## config.mk

```make
export PLATFORM = sky130hd
export DESIGN_NAME = lsu_mem_bridge
export DESIGN_NICKNAME = d
export VERILOG_FILES = /design/src/rtl/lsu_mem_bridge.sv
export SDC_FILE = /design/constraint.sdc
export NUM_CORES = 1
export LEC_CHECK = 0
export BUFFER_PORTS_ARGS = -buffer_cell sky130_fd_sc_hd__buf_2
export CAP_MARGIN = 0
export CORE_MARGIN = 2
export CORE_UTILIZATION = 45
export DETAILED_ROUTE_END_ITERATION = 12
export PLACE_DENSITY = 0.8
export SYNTH_ARGS = -nofsm -noshare
export SYNTH_HDL_FRONTEND = slang
export SYNTH_SLANG_ARGS = --single-unit
```

## constraint.sdc

```tcl
create_clock -name clk -period 5 [get_ports clk]
set_input_delay 1 -clock clk [delete_from_list [all_inputs] [get_ports clk]]
set_output_delay 1 -clock clk [all_outputs]
set_load 0.005 [all_outputs]
```

## src/rtl/lsu_mem_bridge.sv

```systemverilog
// Load/store bridge: one core request becomes one word-aligned SRAM cycle, with
// byte-lane write steering, load lane extraction/extension and a response channel.
module lsu_mem_bridge (
   input  logic        clk,
   input  logic        rst,
   input  logic        req_valid,
   output logic        req_ready,
   input  logic        req_wen,
   input  logic [31:0] req_addr,
   input  logic [31:0] req_wdata,
   input  logic [1:0]  req_size,
   input  logic        req_unsigned,
   output logic        resp_valid,
   input  logic        resp_ready,
   output logic [31:0] resp_rdata,
   output logic        resp_err,
   output logic        mem_valid,
   output logic        mem_wen,
   output logic [31:0] mem_raddr,
   output logic [31:0] mem_waddr,
   output logic [31:0] mem_wdata,
   output logic [7:0]  mem_wmask,
   input  logic [31:0] mem_rdata
);

   // req and resp channels: a transfer occurs on the rising edge where valid and
   // ready are both high; the producer holds valid and its payload until then.
   typedef enum logic [1:0] {IDLE = 2'd0, ISSUE = 2'd1, WAIT = 2'd2, RESP = 2'd3} state_t;

   state_t      state, state_d;

   logic        wen_q, wen_d;
   logic [1:0]  off_q, off_d;
   logic [1:0]  size_q, size_d;
   logic        uns_q, uns_d;

   logic        mem_valid_d, mem_wen_d;
   logic [31:0] mem_addr_q, mem_addr_d;
   logic [31:0] mem_wdata_d;
   logic [7:0]  mem_wmask_d;
   logic        resp_valid_d, resp_err_d;
   logic [31:0] resp_rdata_d;

   logic        req_err;
   logic [3:0]  base_mask;
   logic [3:0]  lane_mask;
   logic [7:0]  byte_lane;
   logic [15:0] half_lane;
   logic [31:0] load_fmt;

   assign req_ready = (state == IDLE) && !rst;
   assign mem_raddr = mem_addr_q;
   assign mem_waddr = mem_addr_q;

   always_comb begin
      req_err = 1'b0;
      case (req_size)
         2'd1:    req_err = req_addr[0];
         2'd2:    req_err = |req_addr[1:0];
         2'd3:    req_err = 1'b1;
         default: req_err = 1'b0;
      endcase
   end

   always_comb begin
      base_mask = 4'b1111;
      case (req_size)
         2'd0:    base_mask = 4'b0001;
         2'd1:    base_mask = 4'b0011;
         default: base_mask = 4'b1111;
      endcase
      lane_mask = base_mask << req_addr[1:0];
   end

   // Lane selection uses the offset captured at accept, not the live request.
   always_comb begin
      byte_lane = mem_rdata[{off_q, 3'b000} +: 8];
      half_lane = mem_rdata[{off_q[1], 4'b0000} +: 16];
      load_fmt  = mem_rdata;
      case (size_q)
         2'd0:    load_fmt = {{24{byte_lane[7] & ~uns_q}}, byte_lane};
         2'd1:    load_fmt = {{16{half_lane[15] & ~uns_q}}, half_lane};
         default: load_fmt = mem_rdata;
      endcase
   end

   always_comb begin
      state_d      = state;
      wen_d        = wen_q;
      off_d        = off_q;
      size_d       = size_q;
      uns_d        = uns_q;
      mem_valid_d  = 1'b0;
      mem_wen_d    = 1'b0;
      mem_addr_d   = 32'h0;
      mem_wdata_d  = 32'h0;
      mem_wmask_d  = 8'h00;
      resp_valid_d = resp_valid;
      resp_err_d   = resp_err;
      resp_rdata_d = resp_rdata;
      case (state)
         IDLE: begin
            if (req_valid) begin
               wen_d  = req_wen;
               off_d  = req_addr[1:0];
               size_d = req_size;
               uns_d  = req_unsigned;
               if (req_err) begin
                  state_d      = RESP;
                  resp_valid_d = 1'b1;
                  resp_err_d   = 1'b1;
                  resp_rdata_d = 32'h0;
               end else begin
                  state_d     = ISSUE;
                  mem_valid_d = 1'b1;
                  mem_wen_d   = req_wen;
                  mem_addr_d  = {req_addr[31:2], 2'b00};
                  if (req_wen) begin
                     mem_wdata_d = req_wdata << {req_addr[1:0], 3'b000};
                     mem_wmask_d = {4'b0000, lane_mask};
                  end
               end
            end
         end
         ISSUE: state_d = WAIT;
         WAIT: begin
            state_d      = RESP;
            resp_valid_d = 1'b1;
            resp_err_d   = 1'b0;
            resp_rdata_d = wen_q ? 32'h0 : load_fmt;
         end
         RESP: begin
            if (resp_ready) begin
               state_d      = IDLE;
               resp_valid_d = 1'b0;
               resp_err_d   = 1'b0;
               resp_rdata_d = 32'h0;
            end
         end
         default: state_d = IDLE;
      endcase
   end

   always_ff @(posedge clk) begin
      if (rst) begin
         state      <= IDLE;
         wen_q      <= 1'b0;
         off_q      <= 2'd0;
         size_q     <= 2'd0;
         uns_q      <= 1'b0;
         mem_valid  <= 1'b0;
         mem_wen    <= 1'b0;
         mem_addr_q <= 32'h0;
         mem_wdata  <= 32'h0;
         mem_wmask  <= 8'h00;
         resp_valid <= 1'b0;
         resp_err   <= 1'b0;
         resp_rdata <= 32'h0;
      end else begin
         state      <= state_d;
         wen_q      <= wen_d;
         off_q      <= off_d;
         size_q     <= size_d;
         uns_q      <= uns_d;
         mem_valid  <= mem_valid_d;
         mem_wen    <= mem_wen_d;
         mem_addr_q <= mem_addr_d;
         mem_wdata  <= mem_wdata_d;
         mem_wmask  <= mem_wmask_d;
         resp_valid <= resp_valid_d;
         resp_err   <= resp_err_d;
         resp_rdata <= resp_rdata_d;
      end
   end

endmodule
```

After elaboration in Yosys (flattened, before gate mapping)
Cells that the tools add are included.
{ "totals": {"register_bits": 116, "word_cells": 66, "out_inout_bits": 141, "inputBits": 104} }
{ "classes": {"bitwise": 6, "n_eq_ne": 10, "n_mux": 18, "shift": 4, "reduce_logical": 13} }
{ "op_table": {"columns": ["cell", "n"], "rows": [
  ["32-bit two-way mux", 4],
  ["32-bit case mux with 3 select lines", 1],
  ["32-bit case mux with 2 select lines", 1],
  ["32-bit by 6-bit variable part select with 16-bit output", 1],
  ["32-bit by 6-bit variable part select with 8-bit output", 1],
  ["32-bit by 5-bit left shift with 32-bit output", 1],
  ["1-bit case mux with 3 select lines", 3],
  ["2-bit == test (second input constant)", 4],
  ["2-bit case mux with 4 select lines", 1],
  ["4-bit case mux with 2 select lines", 1],
  ["2-bit by 1-bit == test with 1-bit output (second input constant)", 3],
  ["2-bit logical NOT", 3],
  ["2-bit two-way mux", 3],
  ["2-bit != test (second input constant)", 3],
  ["5-bit OR reduction", 1],
  ["1-bit two-way mux", 4],
  ["1-bit NOT", 4],
  ["2-bit AND reduction", 2],
  ["4-bit AND reduction", 1],
  ["4-bit OR reduction", 1],
  ["4-bit by 2-bit left shift with 4-bit output", 1],
  ["3-bit nonzero test", 1],
  ["3-bit OR reduction", 1],
  ["1-bit bitwise AND", 2],
  ["other kinds (3)", 3]
]} }

Depth between registers and ports, before layout
Gate-level depths: netlist of run 1.
{ "logic_depth": {"word_depth": 5, "mapped_depth": 8, "ltp_nobuf": 6} }

Worst setup path after synthesis of run 1
No wires, ideal clock.
{ "synth_timing": {"path_type": "input to register", "from": "input rst", "to": "register resp_rdata[16]", "required_time_ns": 4.930, "slack_ns": 2.753, "arrival_time_ns": 2.177, "stages": 6, "setup_ns": 0.070, "cell_sequence": "buf_6 > or3b_4 > nor4_4 > o211ai_2 > buf_6 > o2bb2ai_1"} }
{ "synth_rtl": {"columns": ["item", "line_no", "text"], "rows": [
  ["from (decl)", "5", "input logic rst,"],
  ["to (signal assigned)", "172", "resp_rdata <= resp_rdata_d;"],
  ["to (decl)", "15", "output logic [31:0] resp_rdata,"]
]} }

Worst setup path in the final report of run 1
{ "layout_timing": {"from": "input req_addr[1]", "to": "register resp_rdata[7]"} }
{ "layout_via": {"elab_chain_len": 4} }
{ "layout_rtl": {"columns": ["item", "line_no", "text"], "rows": [
  ["from (decl)", "9", "input logic [31:0] req_addr,"],
  ["2-bit OR reduction", "59", "2'd2: req_err = |req_addr[1:0];"],
  ["1-bit case mux with 3 select lines", "57", "case (req_size)"],
  ["2-bit != test (no source line)", null, null],
  ["4-bit AND reduction (no source line)", null, null]
]} }
No other way between the ends.
A chain may end at the register's enable or synchronous reset.

==> results.py, run 1 <==
metrics = {
    "status": {
        "status": "finished, final reports clean",
    },
    "run": {
        "cap_violations": 0,
    },
    "global_routing": {
        "overflow": 0,
        "grt_usage": 0.216,
        "antenna_found_initial": 0,
        "grt_pass1_wl_mm": 19.7,
        "grt_pass1_vias": 4040,
        "met2_usage": 0.377,
        "grt_most_used_layer": "met2",
        "grt_max_degree": 45,
        "use_met3": 0.0565,
        "globalRouteMet1Util": 0.258,
    },
    "layout": {
        "multiInputGateArea_mm2": 0.00207,
        "layout.cells.non_filler": 818,
        "drive_above_1_share": 0.394,
        "diodes": 0,
        "area_growth_pct": 24.4,
        "nets": 786,
        "regArea_mm2": 0.00220,
        "fillerInstances": 953,
    },
    "cts": {
        "cts_resized": 0,
        "ctsHoldBuffers": 0,
        "cts_made_buffers": 9,
        "cts-root-buf": "clkbuf_8",
        "clock-sinks": 110,
        "htreeDepth": 3,
        "tritoncts": "yes",
        "clk_pin_slew_worst_paths_ns": 0.10,
        "clock_path_buffers": 2,
        "clk_latency_ns": 0.37,
        "cts_setup_buffers": 0,
    },
    "logic_synthesis": {
        "yosysSeqAreaShare": 0.465,
        "synth-seq-cells": 110,
        "synth_top_area_frac": 0.465,
        "synthFlopType": "dfxtp_1",
        "syn_area_per_cell_um2": 9.64,
        "synth.cell_area_mm2": 0.00474,
        "synth.most_common_cell": "dfxtp_1",
        "yosys-top-cells-area": "dfxtp_1, buf_4, mux2i_1",
        "yosysTopAreaCell": "dfxtp_1",
        "syn-instance-count": 492,
        "synth-edff-count": 0,
        "yosys-top-cells-count": "dfxtp_1, nor2_1, buf_4, and2_1, mux2i_1",
        "synth.distinct_cells": 54,
        "synth_warnings": 0,
        "async_flop_share": 0,
    },
    "timing": {
        "fin_setup_tns_ns": 0,
        "tightest_slew_ns": 1.19,
        "max_freq_mhz": 365,
        "hold_violations": 0,
        "slew_headroom": 0.204,
        "clock_skew_ns": 0.0129,
        "min_period_ns": 2.74,
        "rsz0062_at_grt": "false",
        "setup_viol": 0,
        "slew_violations": 0,
        "min_period_over_period": 0.548,
    },
    "routing": {
        "drc": 0,
        "drt-wirelength-per-cell_um": 15.4,
        "via_per_inst": 5.12,
        "dr.first_iter.drc_count": 283,
        "antenna_left": 0,
        "first_pass_iters": 4,
        "totalWireLength_mm": 12.6,
        "vias": 4189,
    },
    "die": {
        "die_h_um": 107,
        "start_util": 0.461,
        "boundaryPins": 245,
        "chipWidth_um": 107,
        "rows": 37,
        "die_area_mm2": 0.0114,
        "coreArea_mm2": 0.0103,
    },
    "setup_path": {
        "cp-end-kind": "flip-flop",
        "reg2reg_setup_slack_ns": 2.32,
        "reg2reg_depth": 6,
        "path_cells": "buf_2 -> nor3_2 -> o21ai_2 -> a21oi_2 -> a22o_1",
        "worstReg2RegEnd": "resp_rdata[7]",
        "path_class": "input port to flip-flop",
        "cp.required_ns": 5.32,
        "reg2reg_from": "state[0]",
        "critPathBufInv": 1,
        "start_kind": "input port",
        "cpMaxStageDelayCell": "a21oi_2",
        "slowest_delay_ns": 0.95,
        "worst_ep_arrival_time_ns": 3.06,
        "crit_family": "compound AO/OA/AOI/OAI gates",
        "cp_max_fo": 30,
    },
    "place": {
        "dp_cells": 802,
        "gp_congestion": 0.843,
        "dpl.hpwl_mm": 9.70,
        "port_buffers": 236,
    },
    "power_and_ir_drop": {
        "peakVddDrop_v": 0.000177,
        "power_density_mw_per_mm2": 370,
        "p_leak_nw": 2.92,
        "power.total_mw": 2.19,
    },
    "worst_hold_path": {
        "hold_path_startpoint": "resp_rdata[22]",
        "min_path_type": "flip-flop to flip-flop",
        "hold_end": "resp_rdata[22]",
        "whs_path_depth": 1,
    },
}
==> cells by family after synthesis <==
logic type | share of synthesized area
other cells | 0.000791
buf+inv | 0.105
mux | 0.0618
compound gates | 0.170
fa+ha+maj | 0.0132
simple gates | 0.185
flops | 0.465
==> layer usage <==
layer | up-vias | part of all wire
met5 | - | 0
met1 | 1950 | 0.40
met3 | 12 | 0.087
met4 | 0 | 0.012
li1 | 2045 | -
met2 | 182 | 0.50
==> registers in the layout, summed over array words and instances (netlist names) <==
signal	count
wen_q	1
resp_valid	1
size_q	2
mem_raddr	30
resp_err	1
mem_wdata	32
mem_valid	1
mem_wmask	4
mem_wen	1
state	2
resp_rdata	32
uns_q	1
off_q	2
==> final cells by class <==
class / count / share of cell area
clock inverter: 7 / 0.0138
tap: 136 / 0.0288
clock buffer: 9 / 0.0210
timing repair buffer: 239 / 0.204
inverter: 12 / 0.00764
multi-input combinational: 305 / 0.351
sequential: 110 / 0.373
==> power breakdown <==
part           switching (mW)  internal, mW
registers              0.0640         0.961
clock network           0.310         0.238
logic                   0.345         0.267
total                   0.719          1.47
==> cell usage in the layout (no fill, tap or decap), drive strengths merged, types with 2 or more instances in the layout <==
master     n
buf      239
dfxtp    110
nor2      51
and2      30
mux2i     27
a211oi    23
a21oi     21
nor2b     20
o2bb2ai   17
inv       13
nand3     12
nand2b    10
clkbuf     9
nor3b      8
a32o       8
conb       8
o21ai      8
nand2      7
o22ai      7
a2bb2oi    7
nor3       6
o221ai     5
ha         5
o211ai     4
clkinv     4
a21o       2
or3b       2
nor4       2
==> metrics by stage <==
stage	hold WS (ns)	instance area, um^2	setup slack, ns	utilization
finish	0.470	5900	2.26	0.574
global route	0.485	5900	2.04	0.574
CTS	0.469	5900	2.27	0.574
detailed placement	0.444	5690	1.86	0.554
global placement	0.442	5690	1.96	0.554
floorplan	0.446	4770	2.75	-
==> how the worst max path moves through the flow <==
| stage | from | end | cells after the start |
|---|---|---|---|
| floorplan | rst | resp_rdata[16] | 6 |
| global placement | req_addr[1] | resp_rdata[7] | 5 |
| detailed placement | req_addr[1] | resp_rdata[7] | 5 |
| CTS | req_addr[1] | resp_rdata[7] | 5 |
| global route | req_addr[1] | resp_rdata[7] | 5 |
| finish | req_addr[1] | resp_rdata[7] | 5 |
No activity file was read; power rests on OpenSTA's default activity.
==> run 2: changes to the inputs <==
--- a/config.mk
+++ b/config.mk
@@ -8,9 +8,9 @@
 export BUFFER_PORTS_ARGS = -buffer_cell sky130_fd_sc_hd__buf_2
 export CAP_MARGIN = 0
 export CORE_MARGIN = 2
-export CORE_UTILIZATION = 45
+export CORE_UTILIZATION = 41
 export DETAILED_ROUTE_END_ITERATION = 12
-export PLACE_DENSITY = 0.8
+export PLACE_DENSITY = 0.76
 export SYNTH_ARGS = -nofsm -noshare
 export SYNTH_HDL_FRONTEND = slang
 export SYNTH_SLANG_ARGS = --single-unit
==> constraint.sdc (replaced) <==
create_clock -name clk -period 2.51 [get_ports clk]
set_input_delay 0.502 -clock clk [delete_from_list [all_inputs] [get_ports clk]]
set_output_delay 0.502 -clock clk [all_outputs]
set_load 0.005 [all_outputs]
==> results.py, run 2 (synthesized netlist as in run 1, its figures left out) <==
metrics = {
    "cts": {
        "clock-sinks": 110,
        "cts_resized": 0,
        "tritoncts": "yes",
        "ctsHoldBuffers": 0,
        "clk_latency_ns": 0.35,
        "clk_pin_slew_worst_paths_ns": 0.07,
        "cts-root-buf": "clkbuf_16",
        "cts_made_buffers": 9,
        "htreeDepth": 3,
        "cts_setup_buffers": 0,
        "clock_path_buffers": 2,
    },
    "timing": {
        "slew_headroom": 0.494,
        "min_period_ns": 2.07,
        "clock_skew_ns": 0.0104,
        "setup_viol": 0,
        "tightest_slew_ns": 0.756,
        "max_freq_mhz": 483,
        "hold_violations": 0,
        "fin_setup_tns_ns": 0,
        "slew_violations": 0,
        "min_period_over_period": 0.826,
        "rsz0062_at_grt": "false",
    },
    "routing": {
        "drc": 0,
        "first_pass_iters": 4,
        "via_per_inst": 5.12,
        "totalWireLength_mm": 12.5,
        "dr.first_iter.drc_count": 315,
        "antenna_left": 0,
        "vias": 4281,
        "drt-wirelength-per-cell_um": 14.9,
    },
    "layout": {
        "area_growth_pct": 28.4,
        "layout_common_cells": "buf_2, dfxtp_1, nor2_1",
        "layout_commonest_cell": "buf_2",
        "diodes": 0,
        "drive_above_1_share": 0.403,
        "fillerInstances": 1040,
        "nets": 797,
    },
    "setup_path": {
        "cp_max_fo": 16,
        "start_kind": "flip-flop",
        "critPathBufInv": 1,
        "cp-end-kind": "flip-flop",
        "slowest_delay_ns": 0.43,
        "crit_family": "compound AO/OA/AOI/OAI gates",
        "worst_ep_arrival_time_ns": 2.35,
        "cpMaxStageDelayCell": "or3b_4",
        "cp.required_ns": 2.79,
        "path_class": "flip-flop to flip-flop",
        "path_cells": "inv_1 -> ha_1 -> or3b_4 -> nor4_4 -> o211ai_2 -> o2bb2ai_1",
    },
    "power_and_ir_drop": {
        "p_leak_nw": 3.02,
        "power.total_mw": 4.72,
        "power_density_mw_per_mm2": 776,
        "peakVddDrop_v": 0.000509,
    },
    "place": {
        "dpl.hpwl_mm": 9.58,
        "gp_congestion": 0.880,
        "port_buffers": 236,
    },
    "global_routing": {
        "grt_pass1_wl_mm": 19.4,
        "grt_usage": 0.191,
        "grt_max_degree": 40,
        "overflow": 0,
        "grt_pass1_vias": 3989,
        "antenna_found_initial": 0,
    },
    "die": {
        "start_util": 0.417,
        "die_area_mm2": 0.0124,
        "boundaryPins": 245,
        "die_h_um": 112,
        "chipWidth_um": 112,
        "rows": 39,
        "coreArea_mm2": 0.0114,
    },
    "worst_hold_path": {
        "min_path_type": "input port to flip-flop",
    },
    "status": {
        "status": "finished, final reports clean",
    },
    "run": {
        "cap_violations": 0,
    },
}
-- run 2: layer usage --
metal | wire length [um] | GRT usage | vias to the layer above
li1 | - | - | 2071
met1 | 5140 | 0.238 | 2000
met2 | 6000 | 0.308 | 190
met3 | 1120 | 0.0675 | 20
met4 | 214 | 0.0658 | 0
met5 | 0 | 0 | -
-- run 2: final cells by class --
| type | instances | area [um^2] | area share |
|---|---|---|---|
| Sequential cell | 110 | 2200 | 0.362 |
| Timing Repair Buffer | 250 | 1290 | 0.211 |
| Clock buffer | 13 | 270 | 0.0444 |
| Multi-Input combinational cell | 305 | 2080 | 0.342 |
| Tap cell | 143 | 179 | 0.0294 |
| Clock inverter | 3 | 25.0 | 0.00411 |
| Inverter | 12 | 45.0 | 0.00740 |
-- run 2: worst paths after layout --
path,startpoint,endpoint,slack (ns),cells past startpoint
max reg2reg,state[0],resp_rdata[23],0.44,6
min,req_addr[27],mem_raddr[27],0.35,2
min reg2reg,resp_rdata[27],resp_rdata[27],0.47,1
max,state[0],resp_rdata[23],0.44,6
-- run 2: power breakdown --
part | internal, mW | total [mW] | switching [mW]
clock | 0.761 | 1.40 | 0.640
combinational | 0.580 | 1.30 | 0.719
sequential | 1.91 | 2.02 | 0.109
total | 3.26 | 4.72 | 1.47
-- run 2: stage by stage --
step	instance area (um^2)	hold slack, ns	util	setup WS (ns)	std cells
floorplan	4770	0.446	-	0.685	499
CTS	6080	0.338	0.535	0.171	836
finish	6090	0.345	0.535	0.438	836
global route	6090	0.342	0.535	0.300	836
detailed placement	5790	0.443	0.509	0.157	820
global placement	5790	0.440	0.509	0.204	820
==> run 3: changes to the inputs <==
==> constraint.sdc (replaced) <==
create_clock -name clk -period 1.7 [get_ports clk]
set_input_delay 0.34 -clock clk [delete_from_list [all_inputs] [get_ports clk]]
set_output_delay 0.34 -clock clk [all_outputs]
set_load 0.005 [all_outputs]
==> results.py, run 3 (synthesized netlist as in run 1, its figures left out) <==
metrics = {
    "status": {
        "status": "complete, but fails checks",
        "violations": "setup timing",
    },
    "die": {
        "die_area_mm2": 0.0124,
        "coreArea_mm2": 0.0114,
        "rows": 39,
        "chipWidth_um": 112,
        "start_util": 0.417,
        "boundaryPins": 245,
        "die_h_um": 112,
    },
    "setup_path": {
        "crit_family": "simple AND/OR/NAND/NOR gates",
        "path_cells": "inv_4 -> ha_4 -> or3b_4 -> nor4_4 -> buf_4 -> o211ai_4 -> clkbuf_16 -> o2bb2ai_2",
        "critPathBufInv": 3,
        "worstReg2RegEnd": "resp_rdata[28]",
        "cp_max_fo": 8,
        "reg2reg_from": "state[0]",
        "reg2reg_depth": 8,
        "reg2reg_setup_slack_ns": -0.18,
        "cpMaxStageDelayCell": "or3b_4",
        "cp.required_ns": 1.99,
        "start_kind": "flip-flop",
        "slowest_delay_ns": 0.39,
        "path_class": "flip-flop to flip-flop",
        "cp.depth": 8,
        "cp-end-kind": "flip-flop",
        "worst_ep_arrival_time_ns": 2.17,
    },
    "place": {
        "dpl_cell_area_mm2": 0.00610,
        "dp_cells": 847,
        "port_buffers": 236,
        "dpl.hpwl_mm": 10.0,
        "gp_congestion": 0.935,
    },
    "timing": {
        "max_freq_mhz": 532,
        "tightest_slew_ns": 0.707,
        "setup_viol": 24,
        "fin_setup_tns_ns": -2.92,
        "slew_headroom": 0.528,
        "rsz0062_at_grt": "true",
        "hold_violations": 0,
        "slew_violations": 0,
        "min_period_ns": 1.88,
        "clock_skew_ns": 0.00663,
        "setup_ws_ns": -0.181,
        "min_period_over_period": 1.11,
    },
    "cts": {
        "cts-root-buf": "clkbuf_16",
        "cts_made_buffers": 9,
        "clk_latency_ns": 0.35,
        "clk_pin_slew_worst_paths_ns": 0.07,
        "clock-sinks": 110,
        "clock_path_buffers": 2,
        "tritoncts": "yes",
        "ctsHoldBuffers": 0,
        "htreeDepth": 3,
    },
    "layout": {
        "drive_above_1_share": 0.494,
        "nets": 835,
        "final_util": 0.602,
        "layout.cells.non_filler": 874,
        "fin_area_mm2": 0.00684,
        "layout_common_cells": "buf_2, dfxtp_1, nor2_1",
        "diodes": 0,
        "layout_commonest_cell": "buf_2",
        "area_growth_pct": 44.3,
        "fillerInstances": 955,
    },
    "global_routing": {
        "grt_usage": 0.214,
        "grt_most_used_layer": "met2",
        "grt_max_degree": 40,
        "use_met3": 0.0490,
        "overflow": 0,
        "globalRouteMet1Util": 0.245,
        "met2_usage": 0.372,
        "antenna_found_initial": 0,
        "grt_pass1_vias": 4250,
        "grt_pass1_wl_mm": 21.3,
    },
    "worst_hold_path": {
        "hold_path_startpoint": "req_addr[8]",
        "hold_end": "mem_raddr[8]",
        "whs_path_depth": 2,
        "min_path_type": "input port to flip-flop",
    },
    "routing": {
        "via_per_inst": 5.14,
        "vias": 4488,
        "antenna_left": 0,
        "dr.first_iter.drc_count": 317,
        "drc": 0,
        "drt-wirelength-per-cell_um": 15.8,
        "first_pass_iters": 4,
        "totalWireLength_mm": 13.8,
    },
    "run": {
        "cap_violations": 0,
    },
    "power_and_ir_drop": {
        "peakVddDrop_v": 0.000703,
        "power.total_mw": 7.96,
        "power_density_mw_per_mm2": 1160,
        "p_leak_nw": 3.35,
    },
}
-- run 3: routing by layer --
layer,part of all wire,vias up
met3,0.058,28
met4,0.030,0
met1,0.40,2121
met2,0.51,191
li1,-,2148
met5,0,-
-- run 3: layout make-up --
cell class | instances | area, um^2 | area share
clock buffers | 10 | 229 | 0.0335
clock inverters | 6 | 92.6 | 0.0135
inverters | 12 | 47.5 | 0.00695
multi-input cells | 305 | 2390 | 0.349
flip-flops and latches | 110 | 2210 | 0.323
well taps | 143 | 179 | 0.0262
repair buffers | 288 | 1690 | 0.248
-- run 3: where the power goes --
group / leakage (nW) / total (mW) / switching (mW) / internal [mW]
logic: 2.30 / 2.65 / 1.32 / 1.33
clock network: 0.158 / 2.28 / 0.978 / 1.31
registers: 0.892 / 3.03 / 0.185 / 2.84
-- run 3: repair_timing --
item                       4_1_cts  5_1_grt
gates resized for setup         22       30
setup endpoints to repair       40       52
buffers inserted                 3        6
gates cloned                     1        1
pin swaps                        9       11
-- run 3: per-stage QoR --
step           worst slack, ns  hold slack, ns
2_1_floorplan          -0.0198           0.446
3_3_place_gp           -0.0686           0.446
3_5_place_dp            -0.155           0.443
4_1_cts                -0.0951           0.171
5_1_grt                 -0.228           0.172
6_report                -0.181           0.186
-- run 3: how the worst max path moves through the flow --
stage	slack, ns	to	from
global placement	-0.07	resp_rdata[10]	state[0]
CTS	-0.1	resp_rdata[11]	state[0]
detailed placement	-0.16	resp_rdata[8]	state[0]
floorplan	-0.02	resp_err	state[0]
global route	-0.23	resp_rdata[19]	state[0]
finish	-0.18	resp_rdata[28]	state[0]
